[src/rtl/uart_pkg.sv]
// Shared UART definitions: default line timing and the FSM state encoding
// common to the transmitter and receiver.
package uart_pkg;

  localparam int CLK_FREQ_DEF     = 24_000_000;
  localparam int BAUD_RATE_DEF    = 115_200;
  localparam int CLKS_PER_BIT_DEF = CLK_FREQ_DEF / BAUD_RATE_DEF;

  typedef enum logic [2:0] {
    IDLE   = 3'd0,
    START  = 3'd1,
    DATA   = 3'd2,
    PARITY = 3'd3,
    STOP   = 3'd4
  } uart_state_t;

endpackage

[src/rtl/uart_tx_if.sv]
// Byte handshake between a producer and the UART transmitter.
interface uart_tx_if #(
  parameter int DATA_BITS = 8
) ();
  logic [DATA_BITS-1:0] data;
  logic                 valid;
  logic                 ready;

  modport master (output data, output valid, input  ready);
  modport slave  (input  data, input  valid, output ready);
endinterface

[src/rtl/uart_baud_gen.sv]
// Bit-period counter with sync clear; strobes bit_done on the last cycle of a
// bit (or of a half bit when half is set, for receiver start-bit centring).
module uart_baud_gen
  import uart_pkg::*;
#(
  parameter int CLKS_PER_BIT = CLKS_PER_BIT_DEF
) (
  input  logic clk,
  input  logic rst,
  input  logic clear,
  input  logic half,
  output logic bit_done
);
  localparam int W = $clog2(CLKS_PER_BIT);
  localparam logic [W-1:0] LAST      = W'(CLKS_PER_BIT - 1);
  localparam logic [W-1:0] HALF_LAST = W'(CLKS_PER_BIT / 2 - 1);

  logic [W-1:0] cnt;

  assign bit_done = !clear && (cnt == (half ? HALF_LAST : LAST));

  always_ff @(posedge clk or posedge rst) begin
    if (rst)                   cnt <= '0;
    else if (clear || bit_done) cnt <= '0;
    else                       cnt <= cnt + W'(1);
  end
endmodule

[src/rtl/uart_tx.sv]
// UART transmitter: start, DATA_BITS LSB-first, optional parity, stop bit(s).
// Define UART_TX_PARITY_EN to insert a parity bit (PARITY_ODD selects odd).
module uart_tx
  import uart_pkg::*;
#(
  parameter int CLK_FREQ     = CLK_FREQ_DEF,
  parameter int BAUD_RATE    = BAUD_RATE_DEF,
  parameter int CLKS_PER_BIT = CLK_FREQ / BAUD_RATE,
  parameter int DATA_BITS    = 8,
  parameter int STOP_BITS    = 1
`ifdef UART_TX_PARITY_EN
  ,
  parameter bit PARITY_ODD   = 1'b0
`endif
) (
  input  logic      clk,
  input  logic      rst,
  uart_tx_if.slave  host,
  output logic      tx,
  output logic      busy
);
  localparam int BW = $clog2(DATA_BITS + 1);
  localparam logic [BW-1:0] LAST_DATA = BW'(DATA_BITS - 1);
  localparam logic [BW-1:0] LAST_STOP = BW'(STOP_BITS - 1);

  uart_state_t          state, state_d;
  logic [DATA_BITS-1:0] shift, shift_d;
  logic [BW-1:0]        bit_cnt, bit_cnt_d;
  logic                 tx_d;
  logic                 bit_done;

  uart_baud_gen #(.CLKS_PER_BIT(CLKS_PER_BIT)) u_baud (
    .clk      (clk),
    .rst      (rst),
    .clear    (state == IDLE),
    .half     (1'b0),
    .bit_done (bit_done)
  );

  assign host.ready = (state == IDLE);
  assign busy       = (state != IDLE);

`ifdef UART_TX_PARITY_EN
  logic parity;

  always_ff @(posedge clk or posedge rst) begin
    if (rst)                            parity <= 1'b0;
    else if (state == IDLE && host.valid) parity <= (^host.data) ^ PARITY_ODD;
  end
`endif

  // tx is registered from the next-state level so the start bit appears on
  // the edge that ends the accept cycle.
  always_comb begin
    state_d   = state;
    shift_d   = shift;
    bit_cnt_d = bit_cnt;
    tx_d      = tx;
    case (state)
      IDLE: begin
        tx_d = 1'b1;
        if (host.valid) begin
          state_d   = START;
          shift_d   = host.data;
          bit_cnt_d = '0;
          tx_d      = 1'b0;
        end
      end
      START: begin
        if (bit_done) begin
          state_d = DATA;
          tx_d    = shift[0];
        end
      end
      DATA: begin
        if (bit_done) begin
          shift_d = shift >> 1;
          if (bit_cnt == LAST_DATA) begin
            bit_cnt_d = '0;
`ifdef UART_TX_PARITY_EN
            state_d   = PARITY;
            tx_d      = parity;
`else
            state_d   = STOP;
            tx_d      = 1'b1;
`endif
          end else begin
            bit_cnt_d = bit_cnt + BW'(1);
            tx_d      = shift_d[0];
          end
        end
      end
`ifdef UART_TX_PARITY_EN
      PARITY: begin
        if (bit_done) begin
          state_d = STOP;
          tx_d    = 1'b1;
        end
      end
`endif
      STOP: begin
        tx_d = 1'b1;
        if (bit_done) begin
          if (bit_cnt == LAST_STOP) begin
            state_d   = IDLE;
            bit_cnt_d = '0;
          end else begin
            bit_cnt_d = bit_cnt + BW'(1);
          end
        end
      end
      default: begin
        state_d = IDLE;
        tx_d    = 1'b1;
      end
    endcase
  end

  always_ff @(posedge clk or posedge rst) begin
    if (rst) begin
      state   <= IDLE;
      shift   <= '0;
      bit_cnt <= '0;
      tx      <= 1'b1;
    end else begin
      state   <= state_d;
      shift   <= shift_d;
      bit_cnt <= bit_cnt_d;
      tx      <= tx_d;
    end
  end
endmodule

[src/flat_wrapper.sv]
// flat-port wrapper written by rule: the top's interface ports become plain ports
module uart_tx_flat import uart_pkg::*;
#(
  parameter int CLK_FREQ     = CLK_FREQ_DEF,
  parameter int BAUD_RATE    = BAUD_RATE_DEF,
  parameter int CLKS_PER_BIT = CLK_FREQ / BAUD_RATE,
  parameter int DATA_BITS    = 8,
  parameter int STOP_BITS    = 1

)
  (clk, rst, tx, busy, host_data, host_valid, host_ready);
  uart_tx_if #(.DATA_BITS(DATA_BITS)) host_i ();
  input  logic clk;
  input  logic rst;
  output logic tx;
  output logic busy;
  input wire logic [$bits(host_i.data)-1:0] host_data;
  input wire logic [$bits(host_i.valid)-1:0] host_valid;
  output wire logic [$bits(host_i.ready)-1:0] host_ready;
  assign host_i.data = host_data;
  assign host_i.valid = host_valid;
  assign host_ready = host_i.ready;
  uart_tx #(.CLK_FREQ(CLK_FREQ), .BAUD_RATE(BAUD_RATE), .CLKS_PER_BIT(CLKS_PER_BIT), .DATA_BITS(DATA_BITS), .STOP_BITS(STOP_BITS)) u_core (.clk(clk), .rst(rst), .host(host_i), .tx(tx), .busy(busy));
endmodule
[config.mk]
export PLATFORM = sky130hd
export DESIGN_NAME = uart_tx_flat
export DESIGN_NICKNAME = d
export VERILOG_FILES = /design/src/rtl/uart_pkg.sv /design/src/rtl/uart_tx_if.sv /design/src/rtl/uart_baud_gen.sv /design/src/rtl/uart_tx.sv /design/src/flat_wrapper.sv
export SDC_FILE = /design/constraint.sdc
export NUM_CORES = 1
export LEC_CHECK = 0
export ABC_AREA = 0
export CAP_MARGIN = 20
export CORE_MARGIN = 10
export CORE_UTILIZATION = 55
export DETAILED_ROUTE_END_ITERATION = 6
export GPL_TIMING_DRIVEN = 0
export PLACE_DENSITY = 0.77
export SLEW_MARGIN = 20
export SYNTH_ARGS = -nofsm -noshare
export SYNTH_HDL_FRONTEND = slang
export SYNTH_SLANG_ARGS = --single-unit
[constraint.sdc]
create_clock -name clk -period 2.85 [get_ports clk]
set_input_delay 0.7125 -clock clk [delete_from_list [all_inputs] [get_ports clk]]
set_output_delay 0.7125 -clock clk [all_outputs]
set_load 0.005 [all_outputs]
# Word-level counts from Yosys, hierarchy flattened
# Cells that the tools add are included.
[word_totals]
regBits = 24
latch_bits = 0
ram_bits = 0
rom_bits = 0
in_bits = 11
output_inout_bits = 3
word_cells = 52
n_memories = 0
[op_classes]
add_sub_neg = 2
multipliers = 0
div = 0
n_lt_le_gt_ge = 0
eq_ne = 11
shift = 0
muxes = 22
bitwise = 0
reduce_logical = 12
[ops]
columns = ["op", "count"]
rows = [
  ["2-to-1 mux 8 bit", 3],
  ["2-to-1 mux 4 bit", 5],
  ["2-to-1 mux 3 bit", 6],
  ["one-hot mux 8 bit (2 select lines)", 1],
  ["one-hot mux 3 bit (4 select lines)", 1],
  ["one-hot mux 4 bit (3 select lines)", 1],
  ["adder 8 x 1 -> 8 bit (second input constant)", 1],
  ["equality test 8 bit (second input constant)", 1],
  ["inequality test 2 bit (second input constant)", 4],
  ["AND reduction 6 bit", 1],
  ["nonzero test 3 bit", 2],
  ["adder 4 x 1 -> 4 bit (second input constant)", 1],
  ["equality test 4 x 3 -> 1 bit (second input constant)", 1],
  ["logical NOT 4 bit", 1],
  ["2-to-1 mux 1 bit", 4],
  ["inequality test 2 x 1 -> 1 bit (second input constant)", 2],
  ["AND reduction 4 bit", 1],
  ["equality test 3 x 1 -> 1 bit (second input constant)", 1],
  ["equality test 3 x 2 -> 1 bit (second input constant)", 1],
  ["equality test 3 bit (second input constant)", 1],
  ["logical NOT 3 bit", 1],
  ["one-hot mux 1 bit (3 select lines)", 1],
  ["AND reduction 3 bit", 1],
  ["AND reduction 2 bit", 1],
  ["4 further kinds", 4],
]

# Logic depth before layout (Yosys ltp)
# Gate-level depths: netlist of the first run.
[depth]
word_depth = 5
depth_mapped = 7
depth_no_buf = 6

# Cells and area by module
# Synthesis of the first run repeated with hierarchy kept, for this count alone.
[unflattened]
hier_cells = 147
area_unflattened_um2 = 1456.4
[by_module_without_submodules]
columns = ["mod", "instances", "cells_per_inst", "area_per_inst_um2"]
rows = [
  ["uart_tx", 1, 104, 1002.2],
  ["uart_baud_gen", 1, 43, 454.2],
]

# Worst setup path after synthesis of the first run
# Ideal clock, no wire load.
[synth_timing]
path_type = "input port to flip-flop"
from = "input port host_valid"
to = "register u_core.bit_cnt[2]"
setup_time_ps = 124
arrival_ps = 1643
t_required_ps = 2726
setup_slack_ps = 1083
cell_stages = 5
n_path_buf = 1
cell_sequence = "buf_2 -> or3b_2 -> a21boi_0 -> o21ai_0 -> a21oi_1"
[synth_via]
elab_chain_cells = 2
[synth_rtl]
columns = ["item", "line_no", "text"]
rows = [
  ["from (decl)", "flat_wrapper.sv:18", "input wire logic [$bits(host_i.valid)-1:0] host_valid;"],
  ["inequality test 2 bit (no line)", "-", ""],
  ["AND reduction 4 bit (no line)", "-", ""],
  ["to (signal assigned)", "uart_tx.sv:128", "bit_cnt <= bit_cnt_d;"],
  ["to (decl)", "uart_tx.sv:28", "logic [BW-1:0] bit_cnt, bit_cnt_d;"],
]
# Every way passes these cells.
# A chain may end at the register's enable or synchronous reset.

# Worst setup path in the final report of the first run
[layout_timing]
from = "register u_core.state[1]"
to = "output port busy"
[layout_via]
elab_chain_cells = 1
[layout_rtl]
columns = ["item", "line_no", "text"]
rows = [
  ["from (decl)", "uart_tx.sv:26", "uart_state_t state, state_d;"],
  ["from (signal assigned)", "uart_tx.sv:126", "state <= state_d;"],
  ["nonzero test 3 bit", "uart_tx.sv:41", "assign busy = (state != IDLE);"],
  ["to (decl)", "flat_wrapper.sv:16", "output logic busy;"],
]
# Every way passes these cells.

==> results of run 1 <==
power groups by stage:
stage	clock network [mW]	registers, mW	logic (mW)
after detailed placement	0	0.463	0.174
final	0.151	0.455	0.172
after global placement	0	0.461	0.165
after global routing	0.175	0.467	0.194
after CTS	0.158	0.457	0.175
after floorplan	0	0.452	0.135
worst paths after layout:
path                                 startpoint                   end  slack (ns)
min reg2reg                u_core.u_baud.cnt[0]  u_core.u_baud.cnt[0]        0.47
max                             u_core.state[1]                  busy        0.19
max reg2reg                   u_core.bit_cnt[0]     u_core.bit_cnt[3]        1.02
min                        u_core.u_baud.cnt[0]  u_core.u_baud.cnt[0]        0.47
max in group asynchronous                   rst     u_core.bit_cnt[1]        1.41
min in group asynchronous                   rst       u_core.shift[5]        0.90
layer usage:
metal,GRT usage,vias to the layer above,wire [um]
met2,0.198,12,1310
met4,0.0241,0,12
met5,0,-,0
li1,-,513,-
met3,0.0254,2,92
met1,0.123,500,1190
sequential cells by signal, indices dropped and copies added, names as in the netlist:
signal,flops
u_core.bit_cnt,4
u_core.shift,8
u_core.state,3
u_core.tx,1
u_core.u_baud.cnt,8
kinds of logic (layout without fill, tap and decap cells):
group / count (synthesis) / after routing / synth area share
adders and majority gates: 3 / 3 / 0.0274
xor gates and xnor gates: 8 / 8 / 0.0512
muxes: 2 / 2 / 0.0146
AOI/OAI and AO/OA: 35 / 35 / 0.207
buffers and inverters: 13 / 29 / 0.0475
DFF: 24 / 24 / 0.440
and+or+nand+nor: 48 / 48 / 0.213
layout make-up:
| class | count | share of cell area |
|---|---|---|
| Sequential cell | 24 | 0.388 |
| Inverter | 6 | 0.0145 |
| Timing Repair Buffer | 12 | 0.0774 |
| Tap cell | 30 | 0.0242 |
| Multi-Input combinational cell | 96 | 0.452 |
| Clock buffer | 4 | 0.0169 |
| Buffer | 7 | 0.0274 |
cell usage after synthesis, types with 3 or more instances:
cell	n	area [um2]
sky130_fd_sc_hd__dfrtp_1	23	576
sky130_fd_sc_hd__nor2_1	12	45.0
sky130_fd_sc_hd__a21oi_1	7	35.0
sky130_fd_sc_hd__nand2_1	7	26.3
sky130_fd_sc_hd__o21a_1	7	52.6
sky130_fd_sc_hd__o22a_1	7	61.3
sky130_fd_sc_hd__inv_1	6	22.5
sky130_fd_sc_hd__nand3_1	6	30.0
sky130_fd_sc_hd__xnor2_1	5	43.8
sky130_fd_sc_hd__buf_2	4	20.0
sky130_fd_sc_hd__and3_1	3	18.8
sky130_fd_sc_hd__ha_1	3	37.5
sky130_fd_sc_hd__nor3_1	3	15.0
sky130_fd_sc_hd__xor2_1	3	26.3
==> impl_metrics.prom, run 1 <==
# TYPE chip_impl_metric gauge
chip_impl_metric{name="total_power",unit="mW"} 0.778
chip_impl_metric{name="tightest_slew",unit="ns"} 0.888
chip_impl_metric{name="min_period",unit="ns"} 2.66
chip_impl_metric{name="cts-htree-levels",unit=""} 1
chip_impl_metric{name="power.switching",unit="mW"} 0.222
chip_impl_metric{name="wire_length_of_the_first_global_routing_pass",unit="um"} 4690
chip_impl_metric{name="p_per_area",unit="nW/um2"} 501
chip_impl_metric{name="skew",unit="ns"} 0.00564
chip_impl_metric{name="via_density_per_instance",unit=""} 5.74
chip_impl_metric{name="postLayoutSetupSlackWorst",unit="ns"} 0.191
chip_impl_metric{name="min_delay_path_depth",unit=""} 1
chip_impl_metric{name="crit_cells",unit=""} 4
chip_impl_metric{name="cp.arrival",unit="ns"} 1.95
chip_impl_metric{name="power_switching_share",unit=""} 0.286
chip_impl_metric{name="timing.slew.headroom",unit=""} 0.407
chip_impl_metric{name="drtAntennaViolNets",unit=""} 0
chip_impl_metric{name="grt_max_degree",unit=""} 25
chip_impl_metric{name="static-leakage-power",unit="nW"} 0.654
chip_impl_metric{name="synthCells",unit=""} 133
chip_impl_metric{name="maximum_clock_frequency",unit="GHz"} 0.376
chip_impl_metric{name="cts.reportedPaths.clkPinSlew",unit="ns"} 0.13
chip_impl_metric{name="cts-buffers-inserted",unit=""} 3
chip_impl_info{name="crit_path_start_kind",value="flip-flop"} 1
chip_impl_metric{name="antenna_found_initial",unit=""} 0
chip_impl_info{name="cp_top_family",value="buffers and inverters"} 1
chip_impl_metric{name="gr-total-overflow",unit=""} 0
chip_impl_metric{name="initial_utilization",unit=""} 0.563
chip_impl_metric{name="post_route_drc",unit=""} 0
chip_impl_metric{name="power_frac_seq",unit=""} 0.585
chip_impl_metric{name="route.vias.total",unit=""} 1027
chip_impl_metric{name="ys_seq_elements",unit=""} 24
chip_impl_metric{name="globalRouteTotalUtil",unit=""} 0.108
chip_impl_metric{name="path_buf_inv",unit=""} 3
chip_impl_metric{name="dpl_cell_area",unit="um2"} 1530
chip_impl_metric{name="wire_per_inst",unit="um"} 14.5
chip_impl_metric{name="hpwl",unit="um"} 2030
chip_impl_metric{name="drive_above_1_share",unit=""} 0.148
chip_impl_metric{name="synth_enable_flop_cells",unit=""} 0
chip_impl_metric{name="io_buffer_count",unit=""} 12
chip_impl_metric{name="max_cap_viol_count",unit=""} 0
chip_impl_metric{name="layout.area.seq",unit="um2"} 602
chip_impl_metric{name="setup_viol_count_final",unit=""} 0
chip_impl_metric{name="total_negative_slack_for_setup_checks",unit="ns"} 0
chip_impl_metric{name="cts-resized-gates",unit=""} 0
chip_impl_metric{name="final_min_period_over_clock_period",unit=""} 0.933
chip_impl_metric{name="critical_path.max_fanout",unit=""} 10
chip_impl_metric{name="cts_hold_buffers",unit=""} 0
chip_impl_metric{name="internal_power",unit="mW"} 0.555
chip_impl_metric{name="filler_cell_count_in_the_final_layout",unit=""} 198
chip_impl_metric{name="number_of_global_route_vias_before_repair",unit=""} 1059
chip_impl_metric{name="mapped_cell_area",unit="um2"} 1370
chip_impl_info{name="worst_min_delay_path_category",value="reg -> reg"} 1
chip_impl_metric{name="worst_r2r_path_depth",unit=""} 6
chip_impl_info{name="final_common_cell",value="sky130_fd_sc_hd__dfrtp_1"} 1
chip_impl_info{name="crit_path_cell_trace",value="buf_2, nor3_1, inv_1, clkdlybuf4s50_1"} 1
chip_impl_metric{name="ys_async_sr_fraction",unit=""} 1.00
chip_impl_metric{name="wirelength",unit="um"} 2600
chip_impl_metric{name="detail_route.first_pass.iterations",unit=""} 4
chip_impl_metric{name="place_inst",unit=""} 175
chip_impl_info{name="worst-setup-path-type",value="reg -> out"} 1
chip_impl_metric{name="num_antenna_cells",unit=""} 0
chip_impl_metric{name="pwr-share-comb",unit=""} 0.221
chip_impl_metric{name="fin_area",unit="um2"} 1550
chip_impl_info{name="slowest_stage",value="sky130_fd_sc_hd__clkdlybuf4s50_1"} 1
chip_impl_metric{name="place_congestion",unit=""} 0.827
chip_impl_metric{name="worst_hold_slack",unit="ns"} 0.470
chip_impl_metric{name="area.growth.synth_to_final",unit="%"} 13.4
chip_impl_info{name="status",value="finished, final reports clean"} 1
chip_impl_metric{name="std_cell_rows",unit=""} 18
chip_impl_metric{name="io_pins",unit=""} 14
chip_impl_info{name="commonest_cells_after_routing_fill_and_taps_aside",value="sky130_fd_sc_hd__dfrtp_1 (23), sky130_fd_sc_hd__nor2_1 (12), sky130_fd_sc_hd__clkdlybuf4s50_1 (12)"} 1
chip_impl_metric{name="initialDrtViolationCount",unit=""} 51
chip_impl_metric{name="clock-sinks",unit=""} 24
chip_impl_metric{name="share_of_the_yosys_chip_area_belonging_to_registers",unit=""} 0.440
chip_impl_metric{name="fin_util",unit=""} 0.638
chip_impl_info{name="cts_tree",value="yes"} 1
chip_impl_info{name="timing.critical_path.to_type",value="output pin"} 1
chip_impl_metric{name="cts_post_setup_buffers_inserted",unit=""} 0
chip_impl_metric{name="yosysWarnings",unit=""} 0
chip_impl_metric{name="mappedNetlistNets",unit=""} 147
chip_impl_metric{name="fin_nets",unit=""} 164
chip_impl_metric{name="clock_power_share",unit=""} 0.194
chip_impl_metric{name="max-vdd-ir-drop",unit="mV"} 0.356
chip_impl_metric{name="die-width",unit="um"} 69.9
chip_impl_metric{name="report.final.hold_viol_count",unit=""} 0
chip_impl_info{name="clock-root-buffer",value="sky130_fd_sc_hd__clkbuf_4"} 1
chip_impl_metric{name="report.final.slew_viol_count",unit=""} 0
chip_impl_metric{name="multi_input_comb_area",unit="um2"} 702
chip_impl_metric{name="max-clock-path-buffers",unit=""} 2
chip_impl_metric{name="post_synth_num_cell_types",unit=""} 46
chip_impl_metric{name="required_time_reported_for_the_critical_path_endpoint",unit="ns"} 2.14
chip_impl_metric{name="die_area",unit="um2"} 4880
chip_impl_info{name="rsz_0062_raised_after_global_routing",value="no"} 1
chip_impl_metric{name="layout.cells.non_filler",unit=""} 179
chip_impl_info{name="synth_flop_cell",value="sky130_fd_sc_hd__dfrtp_1"} 1
chip_impl_metric{name="die_h",unit="um"} 69.9
chip_impl_metric{name="core_area",unit="um2"} 2430
chip_impl_metric{name="worst_skew_pair.late_latency",unit="ns"} 0.30
chip_impl_metric{name="worst_path_largest_cell_delay",unit="ns"} 0.48
chip_impl_metric{name="synth.avg_cell_area",unit="um2"} 10.3
chip_impl_metric{name="place_worst_setup_slack",unit="ns"} 0.511
(Power assumes the default switching activity.)
==> run 2, diff against run 1 <==
==> constraint.sdc (replaced) <==
create_clock -name clk -period 3 [get_ports clk]
set_input_delay 0.75 -clock clk [delete_from_list [all_inputs] [get_ports clk]]
set_output_delay 0.75 -clock clk [all_outputs]
set_load 0.005 [all_outputs]
==> results of run 2 <==
The final DEF is identical to that of run 1. Status: finished, final reports clean.
Main changes from that run: setup slack after placement 0.511 ns -> 0.623 ns; setup slack after layout 0.191 ns -> 0.303 ns; register-to-register setup slack 1.02 ns -> 1.17 ns; total power 0.778 mW -> 0.739 mW; worst IR drop on VDD 0.356 mV -> 0.338 mV
